===== config.mk =====
export PLATFORM = sky130hd
export DESIGN_NAME = tdc_digital_avg
export DESIGN_NICKNAME = d
export VERILOG_FILES = /design/src/rtl/tdc_pkg.sv /design/src/rtl/tdc_therm_decode.sv /design/src/rtl/tdc_digital_avg.sv
export SDC_FILE = /design/constraint.sdc
export NUM_CORES = 1
export LEC_CHECK = 0
export BUFFER_PORTS_ARGS = -buffer_cell sky130_fd_sc_hd__buf_4
export CAP_MARGIN = 10
export CORE_ASPECT_RATIO = 2
export CORE_UTILIZATION = 60
export DETAILED_ROUTE_END_ITERATION = 10
export MAX_ROUTING_LAYER = met4
export PLACE_DENSITY = 0.79
export SLEW_MARGIN = 10
export SYNTH_ARGS = -nofsm -noshare
export SYNTH_HDL_FRONTEND = slang
export SYNTH_SLANG_ARGS = --single-unit

===== constraint.sdc =====
create_clock -name clk -period 12.22 [get_ports clk]
set_input_delay 1.222 -clock clk [delete_from_list [all_inputs] [get_ports clk]]
set_output_delay 1.222 -clock clk [all_outputs]
set_load 0.02 [all_outputs]

===== src/rtl/tdc_pkg.sv =====
// Shared constants, width helpers and encodings for the TDC back-end.
package tdc_pkg;

    // Default geometry of the TDC core
    localparam int CNT_W_DEF   = 7;
    localparam int NPH_DEF     = 16;
    localparam int AVG_MAX_DEF = 3;

    // avg_sel carries log2 of the averaging depth
    localparam int AVG_SEL_W = 2;
    localparam logic [AVG_SEL_W-1:0] AVG_1 = 2'd0;
    localparam logic [AVG_SEL_W-1:0] AVG_2 = 2'd1;
    localparam logic [AVG_SEL_W-1:0] AVG_4 = 2'd2;
    localparam logic [AVG_SEL_W-1:0] AVG_8 = 2'd3;

    // Averaging control: waiting for a reference sample, then producing words
    typedef enum logic {
        ST_UNPRIMED = 1'b0,
        ST_PRIMED   = 1'b1
    } tdc_state_t;

    // Ceiling log2, usable in constant expressions
    function automatic int clog2(input int v);
        int r;
        r = 0;
        for (int x = v - 1; x > 0; x = x >> 1) begin
            r = r + 1;
        end
        return r;
    endfunction

    // Fine index covers both polarities of the cyclic thermometer: 2*NPH codes
    function automatic int ph_w(input int nph);
        return clog2(2 * nph);
    endfunction

    function automatic int out_w(input int cnt_w, input int nph);
        return cnt_w + ph_w(nph);
    endfunction

endpackage


===== src/rtl/tdc_therm_decode.sv =====
// Cyclic thermometer edge decoder: returns the highest transition position
// and flags words that contain more than one transition.
module tdc_therm_decode
    import tdc_pkg::*;
#(
    parameter int NPH = NPH_DEF,
    localparam int PH_W = ph_w(NPH)
) (
    input  logic [NPH-1:0]  phase,
    output logic [PH_W-1:0] idx,
    output logic            bubble
);

    logic [NPH-1:1] fall;
    logic [NPH-1:1] rise;
    logic [PH_W-1:0] n_edges;

    genvar gi;
    generate
        for (gi = 1; gi < NPH; gi++) begin : g_edge
            assign fall[gi] = phase[gi-1] & ~phase[gi];
            assign rise[gi] = ~phase[gi-1] & phase[gi];
        end
    endgenerate

    // Priority scan: later (higher) taps overwrite earlier hits
    always_comb begin
        idx     = phase[0] ? PH_W'(NPH - 1) : PH_W'(2 * NPH - 1);
        n_edges = '0;
        for (int j = 1; j < NPH; j++) begin
            if (fall[j]) begin
                idx     = PH_W'(j - 1);
                n_edges = n_edges + 1'b1;
            end else if (rise[j]) begin
                idx     = PH_W'(j - 1 + NPH);
                n_edges = n_edges + 1'b1;
            end
        end
        bubble = (n_edges > PH_W'(1));
    end

endmodule


===== src/rtl/tdc_digital_avg.sv =====
// TDC digital back-end: sample, decode fine edge, form modulo phase
// difference against the previous sample, optionally average 2^n words.
module tdc_digital_avg
    import tdc_pkg::*;
#(
    parameter int CNT_W   = CNT_W_DEF,
    parameter int NPH     = NPH_DEF,
    parameter int AVG_MAX = AVG_MAX_DEF,
    localparam int PH_W   = ph_w(NPH),
    localparam int OUT_W  = CNT_W + PH_W
) (
    input  logic                 clk,
    input  logic                 rst,
    input  logic                 en,
    input  logic [CNT_W-1:0]     counter_in,
    input  logic [NPH-1:0]       phase_in,
    input  logic [AVG_SEL_W-1:0] avg_sel,
    output logic [OUT_W-1:0]     tdc_word,
    output logic                 tdc_valid,
    output logic                 bubble_err
);

    localparam int ACC_W = OUT_W + AVG_MAX;
    localparam int N_W   = (AVG_MAX > 0) ? clog2(AVG_MAX + 1) : 1;
    localparam int BLK_W = (AVG_MAX > 0) ? AVG_MAX : 1;

    // Stage 0 capture
    logic [CNT_W-1:0] s0_counter_reg;
    logic [NPH-1:0]   s0_phase_reg;
    logic             s0_vld_reg;

    // Stage 1 / averaging state
    tdc_state_t       state_reg, state_next;
    logic [CNT_W-1:0] counter_last_reg, counter_last_next;
    logic [PH_W-1:0]  idx_last_reg, idx_last_next;
    logic [ACC_W-1:0] acc_reg, acc_next;
    logic [BLK_W-1:0] blk_cnt_reg, blk_cnt_next;
    logic [N_W-1:0]   n_blk_reg, n_blk_next;
    logic             bflag_reg, bflag_next;
    logic [OUT_W-1:0] tdc_word_reg, tdc_word_next;
    logic             tdc_valid_reg, tdc_valid_next;
    logic             bubble_err_reg, bubble_err_next;

    // Combinational datapath
    logic [PH_W-1:0]  idx;
    logic             bubble;
    logic [CNT_W-1:0] aux;
    logic [CNT_W-1:0] coarse_diff;
    logic [OUT_W-1:0] word;
    logic [N_W-1:0]   n_sel;
    logic [N_W-1:0]   n_cur;
    logic [ACC_W-1:0] acc_sum;
    logic             blk_last;

    tdc_therm_decode #(
        .NPH (NPH)
    ) u_decode (
        .phase  (s0_phase_reg),
        .idx    (idx),
        .bubble (bubble)
    );

    // Capture raw inputs on enabled edges; data holds across en gaps
    always_ff @(posedge clk) begin
        if (rst) begin
            s0_counter_reg <= '0;
            s0_phase_reg   <= '0;
            s0_vld_reg     <= 1'b0;
        end else begin
            s0_vld_reg <= en;
            if (en) begin
                s0_counter_reg <= counter_in;
                s0_phase_reg   <= phase_in;
            end
        end
    end

    // Phase difference arithmetic, all modulo the natural widths
    always_comb begin
        aux         = s0_counter_reg - CNT_W'(s0_phase_reg[0]);
        coarse_diff = counter_last_reg - aux;
        word        = {coarse_diff, PH_W'(0)} + OUT_W'(idx) - OUT_W'(idx_last_reg);
        n_sel       = (int'(avg_sel) > AVG_MAX) ? N_W'(AVG_MAX) : N_W'(avg_sel);
        n_cur       = (blk_cnt_reg == '0) ? n_sel : n_blk_reg;
        acc_sum     = acc_reg + ACC_W'(word);
        blk_last    = ((int'(blk_cnt_reg) + 1) == (1 << n_cur));
    end

    // Priming / averaging control and next-state of all stage-1 registers
    always_comb begin
        state_next        = state_reg;
        counter_last_next = counter_last_reg;
        idx_last_next     = idx_last_reg;
        acc_next          = acc_reg;
        blk_cnt_next      = blk_cnt_reg;
        n_blk_next        = n_blk_reg;
        bflag_next        = bflag_reg;
        tdc_word_next     = tdc_word_reg;
        tdc_valid_next    = 1'b0;
        bubble_err_next   = bubble_err_reg;
        if (s0_vld_reg) begin
            counter_last_next = aux;
            idx_last_next     = idx;
            case (state_reg)
                ST_UNPRIMED: begin
                    state_next = ST_PRIMED;
                end
                ST_PRIMED: begin
                    n_blk_next = n_cur;
                    if (blk_last) begin
                        tdc_word_next   = OUT_W'(acc_sum >> n_cur);
                        bubble_err_next = bflag_reg | bubble;
                        tdc_valid_next  = 1'b1;
                        acc_next        = '0;
                        blk_cnt_next    = '0;
                        bflag_next      = 1'b0;
                    end else begin
                        acc_next     = acc_sum;
                        blk_cnt_next = blk_cnt_reg + 1'b1;
                        bflag_next   = bflag_reg | bubble;
                    end
                end
                default: state_next = ST_UNPRIMED;
            endcase
        end
    end

    // Stage-1 state register
    always_ff @(posedge clk) begin
        if (rst) begin
            state_reg        <= ST_UNPRIMED;
            counter_last_reg <= '0;
            idx_last_reg     <= '0;
            acc_reg          <= '0;
            blk_cnt_reg      <= '0;
            n_blk_reg        <= '0;
            bflag_reg        <= 1'b0;
            tdc_word_reg     <= '0;
            tdc_valid_reg    <= 1'b0;
            bubble_err_reg   <= 1'b0;
        end else begin
            state_reg        <= state_next;
            counter_last_reg <= counter_last_next;
            idx_last_reg     <= idx_last_next;
            acc_reg          <= acc_next;
            blk_cnt_reg      <= blk_cnt_next;
            n_blk_reg        <= n_blk_next;
            bflag_reg        <= bflag_next;
            tdc_word_reg     <= tdc_word_next;
            tdc_valid_reg    <= tdc_valid_next;
            bubble_err_reg   <= bubble_err_next;
        end
    end

    assign tdc_word   = tdc_word_reg;
    assign tdc_valid  = tdc_valid_reg;
    assign bubble_err = bubble_err_reg;

endmodule


# After elaboration in Yosys (flattened, before gate mapping)
# Index checks and enable logic that the tools add are counted.
# word_totals
out_inout_bits	14
elab_cells	157
reg_bits	72
in_bits	28
# op_classes
n_eq_ne	1
add_sub_neg	21
mux	66
shifts	2
n_bitwise	49
magnitude_cmp	1
n_reduce_logical	4
# op_table
cell	n
5-bit 2-to-1 mux	60
5-bit by 1-bit adder with 5-bit output (second input constant)	14
5-bit by 32-bit equality test with 1-bit output	1
1-bit by 2-bit << shifter with 32-bit output (first input constant)	1
1-bit AND	30
1-bit inverter	18
15-bit by 12-bit adder with 15-bit output	1
15-bit 2-to-1 mux	1
15-bit by 2-bit >> shifter with 12-bit output	1
12-bit by 5-bit adder with 12-bit output	1
12-bit by 5-bit subtractor with 12-bit output	1
7-bit by 1-bit subtractor with 7-bit output	1
7-bit subtractor	1
5-bit by 1-bit > comparator with 1-bit output (second input constant)	1
3-bit by 1-bit adder with 4-bit output (second input constant)	1
3-bit by 1-bit adder with 3-bit output (second input constant)	1
3-bit zero test	1
1-bit 2-to-1 mux	3
3-bit 2-to-1 mux	1
3-bit AND reduction	1
3-bit OR reduction	1
2-bit 2-to-1 mux	1
2-bit AND reduction	1
1-bit OR	1

# Depth between registers and ports, before layout
# logic_depth
ltp_word	49
ltp_mapped	49
depth_no_buf	47

# By module
# Synthesis repeated with hierarchy kept, for this count alone.
# unflattened
hier_cells	1072
area_unflattened_um2	7883.8
# by_module_without_submodules
module	cells_per_inst	seq_area_each_um2	instances	area_per_inst_um2
tdc_digital_avg	536	1441.4	1	4458.0
tdc_therm_decode	536	0.0	1	3425.8

# Least setup slack after synthesis
# Ideal clock, no wire load.
# synth_timing
kind	register to register
startpoint	reg s0_phase_reg[0]
endpoint	reg bubble_err_reg, in the netlist bubble_err
path_stages_with_launch	48
period_less_slack_ps	9773
required_ps	12104
t_arrival_ps	9658
n_path_buf	2
path_slack_ps	2447
setup_time_ps	116
path_cell_list	dfxtp_1 -> buf_2 -> inv_2 -> ha_1 -> buf_2 -> inv_1 -> ha_1 -> a21oi_1 -> ha_1 -> a221oi_1 -> a21oi_1 -> ha_1 -> mux2_2 -> ha_1 -> nand2_1 -> o31ai_1 -> ha_1 -> and2b_2 -> (+12 left out) -> a21o_2 -> xnor2_1 -> a21oi_1 -> ha_1 -> nand2_1 -> o21ai_0 -> o21ai_0 -> nand2_1 -> o221a_2 -> ha_1 -> mux2_2 -> ha_1 -> nand2_1 -> or4b_1 -> mux2i_1 -> xnor3_1 -> nor3_2 -> nor3_2
# synth_via
elab_chain_cells	48
elab_cells_between_ends	49
cone_classes	14 x add/sub; 1 x order compare; 30 x mux; 4 x bitwise
# synth_lines
element	line	rtl
start, declared	tdc_digital_avg.sv:29	logic [NPH-1:0] s0_phase_reg;
start signal, assigned	tdc_digital_avg.sv:73	s0_phase_reg <= phase_in;
1-bit inverter	tdc_therm_decode.sv:22	assign rise[gi] = ~phase[gi-1] & phase[gi];
1-bit AND	tdc_therm_decode.sv:22	
1-bit 2-to-1 mux	tdc_therm_decode.sv:34	end else if (rise[j]) begin
5-bit 2-to-1 mux *	tdc_therm_decode.sv:31	if (fall[j]) begin
5-bit by 1-bit adder with 5-bit output	tdc_therm_decode.sv:33, tdc_therm_decode.sv:36	
5-bit 2-to-1 mux	tdc_therm_decode.sv:34	
5-bit 2-to-1 mux *	tdc_therm_decode.sv:31	
5-bit by 1-bit adder with 5-bit output	tdc_therm_decode.sv:33, tdc_therm_decode.sv:36	
(+32 left out)	-	
5-bit by 1-bit adder with 5-bit output	tdc_therm_decode.sv:33, tdc_therm_decode.sv:36	
5-bit 2-to-1 mux	tdc_therm_decode.sv:34	
5-bit 2-to-1 mux *	tdc_therm_decode.sv:31	
5-bit by 1-bit adder with 5-bit output	tdc_therm_decode.sv:33, tdc_therm_decode.sv:36	
5-bit 2-to-1 mux	tdc_therm_decode.sv:34	
5-bit 2-to-1 mux *	tdc_therm_decode.sv:31	
5-bit by 1-bit > comparator with 1-bit output *	tdc_therm_decode.sv:39	bubble = (n_edges > PH_W'(1));
1-bit OR *	tdc_digital_avg.sv:112	bubble_err_next = bflag_reg | bubble;
end signal, assigned	tdc_digital_avg.sv:151	bubble_err_reg <= bubble_err_next;
end, declared	tdc_digital_avg.sv:42	logic bubble_err_reg, bubble_err_next;
# Every way passes the cells marked *; elsewhere a longest branch is shown, timed or not.
# A chain may end at the register's enable or synchronous reset.

# Final worst setup path
# layout_timing
startpoint	reg s0_phase_reg[1]
endpoint	reg bubble_err_reg, in the netlist bubble_err
# layout_via
elab_chain_cells	47
elab_cells_between_ends	51
cone_classes	14 x add/sub; 1 x order compare; 30 x mux; 6 x bitwise
# layout_lines
element	line
1-bit AND or 1-bit inverter (tied branches)	tdc_therm_decode.sv:22, tdc_therm_decode.sv:21
1-bit 2-to-1 mux or 1-bit AND (tied branches)	tdc_therm_decode.sv:34, tdc_therm_decode.sv:21
5-bit 2-to-1 mux	tdc_therm_decode.sv:31
5-bit by 1-bit adder with 5-bit output	tdc_therm_decode.sv:33, tdc_therm_decode.sv:36
5-bit 2-to-1 mux	tdc_therm_decode.sv:34
5-bit 2-to-1 mux *	tdc_therm_decode.sv:31
5-bit by 1-bit adder with 5-bit output	tdc_therm_decode.sv:33, tdc_therm_decode.sv:36
5-bit 2-to-1 mux	tdc_therm_decode.sv:34
(+31 left out)	-
5-bit by 1-bit adder with 5-bit output	tdc_therm_decode.sv:33, tdc_therm_decode.sv:36
5-bit 2-to-1 mux	tdc_therm_decode.sv:34
5-bit 2-to-1 mux *	tdc_therm_decode.sv:31
5-bit by 1-bit adder with 5-bit output	tdc_therm_decode.sv:33, tdc_therm_decode.sv:36
5-bit 2-to-1 mux	tdc_therm_decode.sv:34
5-bit 2-to-1 mux *	tdc_therm_decode.sv:31
5-bit by 1-bit > comparator with 1-bit output *	tdc_therm_decode.sv:39
1-bit OR *	tdc_digital_avg.sv:112
# Marked as above.

==> run_results.csv <==
group,metric,value,unit
status,status,"finished clean",
setup_path,max_stage_delay,540,ps
logic_synthesis,ys_types,92,
grt,gr-total-overflow,0,
setup_path,cp-start-kind,"register",
drt,wl_per_cell,16.75,um
cells_and_area,finish.utilization,66.15,%
power,power_frac_seq,26.6,%
grt,grt_start_max_net_pins,73,
power,p_comb_share,45.0,%
power,p_leak,3.207,nW
cts,clkLatencyLatePin,330,ps
drt,dr.pass1.iters,5,
die,die_w,79.38,um
timing,setup_viol,0,
logic_synthesis,synth-edff-count,0,
power,peakVddDrop,0.1069,mV
cts,cts.sinks,72,
timing,fin_crit_sh,86.23,%
logic_synthesis,synth_top_flop_cell,"dfxtp_1",
setup_path,critPathMaxFanout,12,
logic_synthesis,syn_nets,1034,
timing,fmax,0.09490,GHz
cts,cts-htree-levels,3,
logic_synthesis,ys_warn_count,0,
grt,grt_pass1_vias,6784,
placed_design,portBuffers,41,
logic_synthesis,avgSynthCellArea,7.493,sq um
timing,fin_ws,1683,ps
power,p_int,0.0006058,W
timing,slew_headroom,38.10,%
logic_synthesis,synthesis.instances,959,
cells_and_area,antenna_cells,0,
placed_design,pre_cts_ws,1725,ps
cells_and_area,nets,1033,
setup_path,r2r_end,"bubble_err$_SDFFE_PP0P_",
min_path,hp-class,"reg -> reg",
logic_synthesis,synth.top_cell.area_share,20.06,%
setup_path,path_class,"reg -> reg",
grt,grt_pass1_wl,30.76,mm
drt,ant_nets,0,
grt,antenna_found_initial,0,
cts,root_buffer,"clkbuf_16",
power,switching_share,38.96,%
logic_synthesis,ys_ff_latch,72,
drt,routed_wl,18.55,mm
run,drv_cap,0,
power,power.switching,0.0003867,W
setup_path,required,12420,ps
die,die-area,0.01244,sq mm
timing,fin_tns_setup,0,ps
cts,cts.clk_slew.worst_paths,60,ps
cts,cts_tree,"yes",
timing,hold_viol_final,0,
die,start_util,61.41,%
cells_and_area,final_layout_size_suffix_gt1_share,11.54,%
drt,highest_layer,"met4",
setup_path,crit_start,"s0_phase_reg[1]$_SDFFE_PP0P_",
cts,cts_hold_buf,0,
drt,via_per_inst,6.201,
drt,vias,6865,
power,clkPwrFrac,28.5,%
setup_path,ff2ff_path_depth,44,
timing,rsz0062_at_grt,"no",
cts,clk_path_buf_depth,2,
setup_path,crit_path_top_delay_cell,"ha_1",
placed_design,dp_hpwl,13.75,mm
logic_synthesis,yosys.cell_count.top_type,"nor2_1",
die,die_h,156.8,um
logic_synthesis,syn_area,0.007186,sq mm
setup_path,rrSetupSlack,1680,ps
setup_path,critPathMostFrequentCell,"ha_1",
die,num_rows,56,
cells_and_area,syn2layout_area_growth,7.714,%
placed_design,gp_congestion,0.9521,
cells_and_area,multi_input_area,0.005255,sq mm
cts,numCtsBuffers,9,
logic_synthesis,ys_async_sr_fraction,0,%
logic_synthesis,synth_top_area_cell,"dfxtp_1",
grt,grt_usage,32.11,%
power,power_density,128.2,mW/mm^2
cells_and_area,largest_reg_flops,16,
drt,dr_wl_met3,509,um
cts,cts-resized-gates,0,
logic_synthesis,synth.area.top_cells,"dfxtp_1 20%, ha_1 7.7%, nor2_1 6.4%, mux2i_1 6.0%, xnor2_1 5.2%",
cells_and_area,fillers,1039,
logic_synthesis,yosysSeqAreaShare,20.06,%
logic_synthesis,netlist_top_cells_count,"122 x nor2_1, 95 x nand2_1, 73 x a21oi_1",
cells_and_area,register_area,0.001441,sq mm
drt,drt_iter0_drc,336,
drt,wl_met2,10.35,mm
timing,tightestPinTransition,925.1,ps
setup_path,critical_path_arrival,10730,ps
timing,maxSlewViolCount,0,
min_path,hold_depth,2,
timing,clock_skew,5.918,ps
die,pin_count,42,
die,core_area,0.01170,sq mm
timing,period_needed,10540,ps
setup_path,endpoint,"bubble_err$_SDFFE_PP0P_",
setup_path,timing.rr.start,"s0_phase_reg[1]$_SDFFE_PP0P_",
cts,post_cts_buffers,0,
setup_path,endpoint_kind,"register",
timing,whs,454.2,ps
drt,drc,0,
drt,wl_met1,6.612,mm
==> cell type report <==
type | count | share of cell area [%]
sequential | 72 | 18.62
clock buffer | 9 | 2.910
multi-input combinational | 776 | 67.90
inverter | 51 | 2.473
tap | 145 | 2.344
timing repair buffer | 48 | 4.656
clock inverter | 6 | 1.099
==> per-stage QoR <==
step           power [W]  instances  cell area, sq um
2_1_floorplan  0.0006170        959              7186
3_3_place_gp   0.0006994       1092              7430
3_5_place_dp   0.0007067       1092              7430
4_1_cts        0.0009939       1107              7740
5_1_grt         0.001058       1107              7740
6_report       0.0009926       1107              7740
==> power groups by stage <==
stage                     clock network, W  logic (W)  registers, W
after floorplan                          0   0.000360      0.000257
after global placement                   0   0.000432      0.000268
after detailed placement                 0   0.000438      0.000268
after CTS                         0.000287   0.000444      0.000263
after global routing              0.000297   0.000495      0.000266
final                             0.000283   0.000446      0.000264
==> layout by cell type (no fill, tap or decap), types with 18 or more instances in the layout <==
cell	count
nand2_1	95
nand3_1	23
buf_4	48
a211oi_1	18
xor2_1	32
o21ai_0	51
a21oi_1	73
inv_1	50
mux2i_1	43
xnor2_1	43
nor2_1	122
nor3_1	24
dfxtp_1	72
ha_1	44
==> how the worst min path moves through the flow <==
stage,from,to,slack [ps]
3_5_place_dp,tdc_word[8]$_SDFFE_PP0P_,tdc_word[8]$_SDFFE_PP0P_,450
4_1_cts,tdc_word[8]$_SDFFE_PP0P_,tdc_word[8]$_SDFFE_PP0P_,460
2_1_floorplan,bflag_reg$_SDFFE_PP0P_,bflag_reg$_SDFFE_PP0P_,430
5_1_grt,tdc_word[8]$_SDFFE_PP0P_,tdc_word[8]$_SDFFE_PP0P_,480
6_report,tdc_word[8]$_SDFFE_PP0P_,tdc_word[8]$_SDFFE_PP0P_,450
3_3_place_gp,tdc_word[8]$_SDFFE_PP0P_,tdc_word[8]$_SDFFE_PP0P_,440
==> critical path: cells and delay by family (launching register included) <==
kind,cells,cell delay [ps]
compound gates,14,2780
simple gates,9,1330
xor+xnor,4,940
mux,5,1230
fa+ha+maj,11,3590
buf+inv,1,80
flops,1,430
==> cell families after synthesis <==
group | after synthesis | share of synthesized area [%]
fa+ha+maj | 49 | 8.776
flops | 72 | 20.06
compound gates | 254 | 23.82
simple gates | 342 | 22.48
mux | 51 | 7.278
xor+xnor | 80 | 10.78
buf+inv | 111 | 6.808
==> layer usage <==
metal	global-route usage [%]	vias up
met4	19.91	0
met2	61.04	166
li1	-	3394
met3	4.023	81
met5	-	-
met1	29.18	3224
No activity file was read; power rests on OpenSTA's default activity.
